--- config.mk ---
export PLATFORM = sky130hd
export DESIGN_NAME = csi_phy_ctrl
export DESIGN_NICKNAME = d
export VERILOG_FILES = /design/src/rtl/csi_phy_ctrl.sv
export SDC_FILE = /design/constraint.sdc
export NUM_CORES = 1
export LEC_CHECK = 0
export BUFFER_PORTS_ARGS = -buffer_cell sky130_fd_sc_hd__buf_4
export CAP_MARGIN = 20
export CORE_MARGIN = 2
export CORE_UTILIZATION = 45
export DETAILED_ROUTE_END_ITERATION = 10
export GPL_TIMING_DRIVEN = 0
export SLEW_MARGIN = 40
export SYNTH_ARGS = -nofsm -noshare
export SYNTH_HDL_FRONTEND = slang
export SYNTH_SLANG_ARGS = --single-unit
--- constraint.sdc ---
create_clock -name rxbyteclkhs -period 7.4 [get_ports rxbyteclkhs]
set_input_delay 0.74 -clock rxbyteclkhs [delete_from_list [all_inputs] [get_ports rxbyteclkhs]]
set_output_delay 0.74 -clock rxbyteclkhs [all_outputs]
set_load 0.01 [all_outputs]
--- src/rtl/csi_phy_ctrl.sv ---
// D-PHY PPI / CSI datapath sequencer: power-up, lane sync skew check, HS burst watchdog, forcerxmode recovery.
// Optional statistics outputs (recover_count, skew_err_count) are built when CSI_PHY_STATS_EN is defined.
module csi_phy_ctrl #(
  parameter int unsigned N_DATA_LANES   = 2,
  parameter int unsigned STARTUP_CYCLES = 256,
  parameter int unsigned SKEW_WINDOW    = 4,
  parameter int unsigned HS_TIMEOUT     = 65535,
  parameter int unsigned FORCE_CYCLES   = 16
) (
  input  logic                    rxbyteclkhs,
  input  logic                    rxbyteclkhs_resetn,
  input  logic                    ctrl_enable,
  input  logic                    cl_stopstate,
  input  logic [N_DATA_LANES-1:0] dl_rxactivehs,
  input  logic [N_DATA_LANES-1:0] dl_rxsynchs,
  output logic                    cl_enable,
  output logic [N_DATA_LANES-1:0] dl_enable,
  output logic [N_DATA_LANES-1:0] dl_forcerxmode,
  output logic                    datapath_resetn,
  output logic                    phy_ready,
  output logic [2:0]              ctrl_state,
  output logic                    err_skew,
  output logic                    err_timeout
`ifdef CSI_PHY_STATS_EN
  ,
  output logic [15:0]             recover_count,
  output logic [15:0]             skew_err_count
`endif
);

  typedef enum logic [2:0] {
    S_OFF     = 3'd0,
    S_STARTUP = 3'd1,
    S_IDLE    = 3'd2,
    S_SYNC    = 3'd3,
    S_RX      = 3'd4,
    S_RECOVER = 3'd5
  } state_t;

  localparam logic [15:0] ST_LAST = 16'(STARTUP_CYCLES - 1);
  localparam logic [3:0]  SKEW_W  = 4'(SKEW_WINDOW);
  localparam logic [15:0] HS_TO   = 16'(HS_TIMEOUT);
  localparam logic [7:0]  FRC_N   = 8'(FORCE_CYCLES);

  state_t                  state_q;
  logic                    cl_en_q;
  logic [N_DATA_LANES-1:0] dl_en_q;
  logic [N_DATA_LANES-1:0] dl_force_q;
  logic                    dp_rstn_q;
  logic                    ready_q;
  logic                    err_skew_q;
  logic                    err_to_q;
  logic [15:0]             st_cnt_q;
  logic [3:0]              skew_q;
  logic [15:0]             to_q;
  logic [7:0]              frc_cnt_q;
  logic [N_DATA_LANES-1:0] mask_q;
`ifdef CSI_PHY_STATS_EN
  logic [15:0]             rec_cnt_q;
  logic [15:0]             skew_cnt_q;
`endif

  logic [15:0]             st_inc;
  logic [3:0]              skew_inc;
  logic [15:0]             to_inc;
  logic [7:0]              frc_inc;
  logic [N_DATA_LANES-1:0] mask_now;
  logic                    any_active;
  logic                    sync_ok;
  logic                    skew_fail;
  logic                    to_fail;

  // Saturating increments; skew/timeout limits are judged on the post-increment count.
  always_comb begin
    st_inc     = (st_cnt_q  == '1) ? st_cnt_q  : st_cnt_q  + 16'd1;
    skew_inc   = (skew_q    == '1) ? skew_q    : skew_q    + 4'd1;
    to_inc     = (to_q      == '1) ? to_q      : to_q      + 16'd1;
    frc_inc    = (frc_cnt_q == '1) ? frc_cnt_q : frc_cnt_q + 8'd1;
    mask_now   = mask_q | dl_rxsynchs;
    any_active = |dl_rxactivehs;
    sync_ok    = (&mask_now) && (skew_inc < SKEW_W);
    skew_fail  = (state_q == S_SYNC) && !sync_ok && ((skew_inc >= SKEW_W) || !any_active);
    to_fail    = (state_q == S_RX) && any_active && (to_inc == HS_TO);
  end

  always_ff @(posedge rxbyteclkhs or negedge rxbyteclkhs_resetn) begin
    if (!rxbyteclkhs_resetn) begin
      state_q    <= S_OFF;
      cl_en_q    <= 1'b0;
      dl_en_q    <= '0;
      dl_force_q <= '0;
      dp_rstn_q  <= 1'b0;
      ready_q    <= 1'b0;
      err_skew_q <= 1'b0;
      err_to_q   <= 1'b0;
      st_cnt_q   <= '0;
      skew_q     <= '0;
      to_q       <= '0;
      frc_cnt_q  <= '0;
      mask_q     <= '0;
`ifdef CSI_PHY_STATS_EN
      rec_cnt_q  <= '0;
      skew_cnt_q <= '0;
`endif
    end else if (!ctrl_enable) begin
      // Same as reset, but statistics are held.
      state_q    <= S_OFF;
      cl_en_q    <= 1'b0;
      dl_en_q    <= '0;
      dl_force_q <= '0;
      dp_rstn_q  <= 1'b0;
      ready_q    <= 1'b0;
      err_skew_q <= 1'b0;
      err_to_q   <= 1'b0;
      st_cnt_q   <= '0;
      skew_q     <= '0;
      to_q       <= '0;
      frc_cnt_q  <= '0;
      mask_q     <= '0;
    end else begin
      err_skew_q <= skew_fail;
      err_to_q   <= to_fail;
`ifdef CSI_PHY_STATS_EN
      if ((skew_fail || to_fail) && rec_cnt_q != '1) rec_cnt_q <= rec_cnt_q + 16'd1;
      if (skew_fail && skew_cnt_q != '1) skew_cnt_q <= skew_cnt_q + 16'd1;
`endif
      if (skew_fail || to_fail) begin
        state_q    <= S_RECOVER;
        dl_force_q <= '1;
        dp_rstn_q  <= 1'b0;
        ready_q    <= 1'b0;
        frc_cnt_q  <= '0;
      end
      case (state_q)
        S_OFF: begin
          state_q  <= S_STARTUP;
          cl_en_q  <= 1'b1;
          dl_en_q  <= '1;
          st_cnt_q <= '0;
        end
        S_STARTUP: begin
          if (!cl_stopstate) begin
            st_cnt_q <= '0;
          end else begin
            st_cnt_q <= st_inc;
            if (st_cnt_q == ST_LAST) begin
              state_q   <= S_IDLE;
              dp_rstn_q <= 1'b1;
              ready_q   <= 1'b1;
            end
          end
        end
        S_IDLE: begin
          if (|dl_rxsynchs) begin
            mask_q <= dl_rxsynchs;
            skew_q <= '0;
            to_q   <= '0;
            state_q <= (&dl_rxsynchs) ? S_RX : S_SYNC;
          end
        end
        S_SYNC: begin
          mask_q <= mask_now;
          skew_q <= skew_inc;
          if (sync_ok) begin
            state_q <= S_RX;
            to_q    <= '0;
          end
        end
        S_RX: begin
          if (!any_active) state_q <= S_IDLE;
          else if (!to_fail) to_q <= to_inc;
        end
        S_RECOVER: begin
          frc_cnt_q <= frc_inc;
          if (frc_inc == FRC_N) begin
            state_q    <= S_STARTUP;
            dl_force_q <= '0;
            st_cnt_q   <= '0;
          end
        end
        default: state_q <= S_OFF;
      endcase
    end
  end

  assign cl_enable       = cl_en_q;
  assign dl_enable       = dl_en_q;
  assign dl_forcerxmode  = dl_force_q;
  assign datapath_resetn = dp_rstn_q;
  assign phy_ready       = ready_q;
  assign ctrl_state      = state_q;
  assign err_skew        = err_skew_q;
  assign err_timeout     = err_to_q;
`ifdef CSI_PHY_STATS_EN
  assign recover_count   = rec_cnt_q;
  assign skew_err_count  = skew_cnt_q;
`endif

endmodule

==> metrics.csv <==
stage,metric,value,unit
setup_path,reg2reg_to,to_q[0]$_DFFE_PN0P_,
cts,cts_buffers,5,
timing,worst_pin_slew,0.809,ns
synthesis,synth_area,3690,um^2
setup_path,end_kind,flop,
floorplanning,die_y,94.5,um
setup_path,cp.arrival,3.10,ns
place,dp.cells,564,
drt,firstDrtPassIters,4,
synthesis,synth.most_common_cell,dfrtp_1,
synthesis,ys_seq_area_share,38.0,%
synthesis,yosysWarnings,0,
global_routing,grt_use_total,23.1,%
floorplanning,die-area,8930,um^2
drt,drt_iter0_drc,204,
timing,finClkSkew,0.0103,ns
timing,setup_viol,0,
global_routing,antenna_found_initial,0,
synthesis,synth_edf_count,0,
setup_path,cp-endpoint,to_q[0]$_DFFE_PN0P_,
place,portBuffers,17,
cts,cts-hold-fix-buffers,0,
hold_path,hold_class,input port to async pin,
place,place_congestion,0.880,
place,dp_hpwl,6930,um
timing,relSlewSlack,45.9,%
setup_path,reg2regPathDepth,10,
timing,final_hold_viol_count,0,
drt,dr_total_vias,3423,
floorplanning,coreArea,8090,um^2
cts,cts_sinks,56,
synthesis,yosys-top-cells-count,"dfrtp_1 (56), nor2_1 (48), nand2_1 (41)",
cts,h-tree-depth,2,
cts,postCtsSetupRepairBufs,0,
cells_and_area,diodes,0,
cts,cts_root_buffer,clkbuf_8,
cts,clockBufferDepth,2,
synthesis,synth.area.top_cells,"dfrtp_1 (38%), nor2_1 (4.9%), a21oi_1 (4.2%)",
drt,drt-wirelength-per-cell,16.7,um
global_routing,grt_start_max_net_pins,57,
synthesis,avgSynthCellArea,8.34,um^2
setup_path,r2r_slack,4.50,ns
cts,path_clk_slew,0.11,ns
global_routing,gr-total-overflow,0,
synthesis,synth_cells,442,
synthesis,synth_nets,454,
setup_path,r2r_start,to_q[0]$_DFFE_PN0P_,
cells_and_area,final_cells,572,
pwr,peakVddDrop,0.0657,mV
setup_path,worstPathMaxFanout,10,
pwr,p_leak,1.73,nW
setup_path,path_class,flop to flop,
timing,rsz0062_at_grt,no,
timing,tns,0,ns
setup_path,cp-startpoint,to_q[0]$_DFFE_PN0P_,
drt,viasPerCell,5.98,
floorplanning,start_util,45.5,%
drt,drc,0,
pwr,total_power,0.000520,W
floorplanning,die_x,94.5,um
floorplanning,io_pins,20,
timing,fmax,0.345,GHz
synthesis,ys_types,69,
drt,wl,9540,um
pwr,power_density,129,nW/um^2
job,cap_violations,0,
setup_path,start_kind,flop,
setup_path,crit_required,7.60,ns
timing,finalMaxSlewViolations,0,
cells_and_area,drive_gt1_share,12.4,%
synthesis,synth_flop_cell,dfrtp_1,
timing,period_needed,2.90,ns
synthesis,async_flop_share,100,%
global_routing,grt_pass1_vias,3264,
cts,cts_tree,built,
drt,final_antenna_net_count,0,
cells_and_area,area_growth,9.50,%
synthesis,yosysTopAreaCell,dfrtp_1,
synthesis,ys_seq_elements,56,
cells_and_area,nets,478,
synthesis,synth_top_cell_area_share,38.0,%
timing,fin_crit_sh,39.2,%
run_status,status,completed,
cts,cts_resized,0,
cts,clk_latency,0.32,ns
cells_and_area,nFillCells,802,
global_routing,grt_pass1_wl,16600,um
floorplanning,rows,33,
-- kinds of logic after synthesis --
family / synth area share [%]
compound gates: 23.0
xor+xnor: 1.43
fa+ha+maj: 1.36
buf+inv: 4.68
flops: 38.0
mux: 0.543
simple gates: 31.0
-- per-layer routing --
layer / part of all wire (%) / up-vias / global-route usage [%] / routed length, um
li1: - / 1692 / - / -
met1: 47 / 1665 / 32.0 / 4500
met2: 48 / 59 / 38.6 / 4620
met3: 3.7 / 7 / 3.35 / 356
met4: 0.64 / 0 / 4.71 / 61
met5: 0 / - / 0 / 0
-- stage by stage --
stage,instance area (um^2),util (%),setup slack (ns),hold slack (ns)
4_1_cts,4040,49.9,4.51,0.509
3_3_place_gp,3950,48.7,4.61,0.492
2_1_floorplan,3690,-,4.91,0.444
5_1_grt,4040,49.9,4.22,0.532
3_5_place_dp,3950,48.7,4.54,0.503
6_report,4040,49.9,4.50,0.456
-- layout make-up --
cell class	instances	area (um^2)	share of cell area, %
inverter	10	37.5	0.930
multi-input combinational	350	2110	52.3
clock inverter	3	22.5	0.558
sequential	56	1400	34.7
clock buffer	5	68.8	1.70
buffer	26	135	3.35
tap	105	131	3.25
timing repair buffer	17	128	3.16
-- how the worst min path moves through the flow --
stage	to	from	slack, ns
floorplan	ctrl_state[0]$_DFF_PN0_	rxbyteclkhs_resetn	0.44
global placement	st_cnt_q[1]$_DFFE_PN0P_	st_cnt_q[1]$_DFFE_PN0P_	0.49
detailed placement	dl_forcerxmode[1]$_DFF_PN0_	dl_forcerxmode[1]$_DFF_PN0_	0.50
CTS	to_q[10]$_DFFE_PN0P_	rxbyteclkhs_resetn	0.51
global route	to_q[6]$_DFFE_PN0P_	rxbyteclkhs_resetn	0.53
finish	to_q[10]$_DFFE_PN0P_	rxbyteclkhs_resetn	0.46
-- report_power, final --
part	switching [W]	leakage, nW	internal [W]
clock network	0.000112	0.0485	0.0000683
logic	0.0000218	0.899	0.00000938
registers	0.00000138	0.778	0.000307
-- state kept, by name, indices dropped and copies added, names as in the netlist --
register         flops
skew_q               4
st_cnt_q            16
mask_q               2
to_q                16
err_timeout          1
datapath_resetn      1
frc_cnt_q            8
dl_forcerxmode       2
ctrl_state           3
phy_ready            1
dl_enable            1
err_skew             1
-- placed cells by master (no fill, tap or decap), drive strengths merged, types with 4 or more instances in the layout --
cell and instances:
dfrtp 56, and2 9, xnor2 4, ha 4, o31ai 7, a21oi 31, nand3b 4, and4 4
buf 29, a31oi 10, inv 10, o21ai 31, nand3 32, nand2 41, nand4 11, nor4 8
and3 10, nand2b 5, nor3 25, a211o 5, nor2 50, clkbuf 19
-- critical path, stage by stage, from the launching register on --
cell and delay (ns):
dfrtp_1 0.51, ha_1 0.35, nand3_4 0.17, nor3_2 0.40, xor2_1 0.14, o2111a_1 0.27
and3b_4 0.19, buf_6 0.15, buf_6 0.15, a211oi_1 0.29, o32ai_1 0.15
Power figures use the tool's default switching activity.
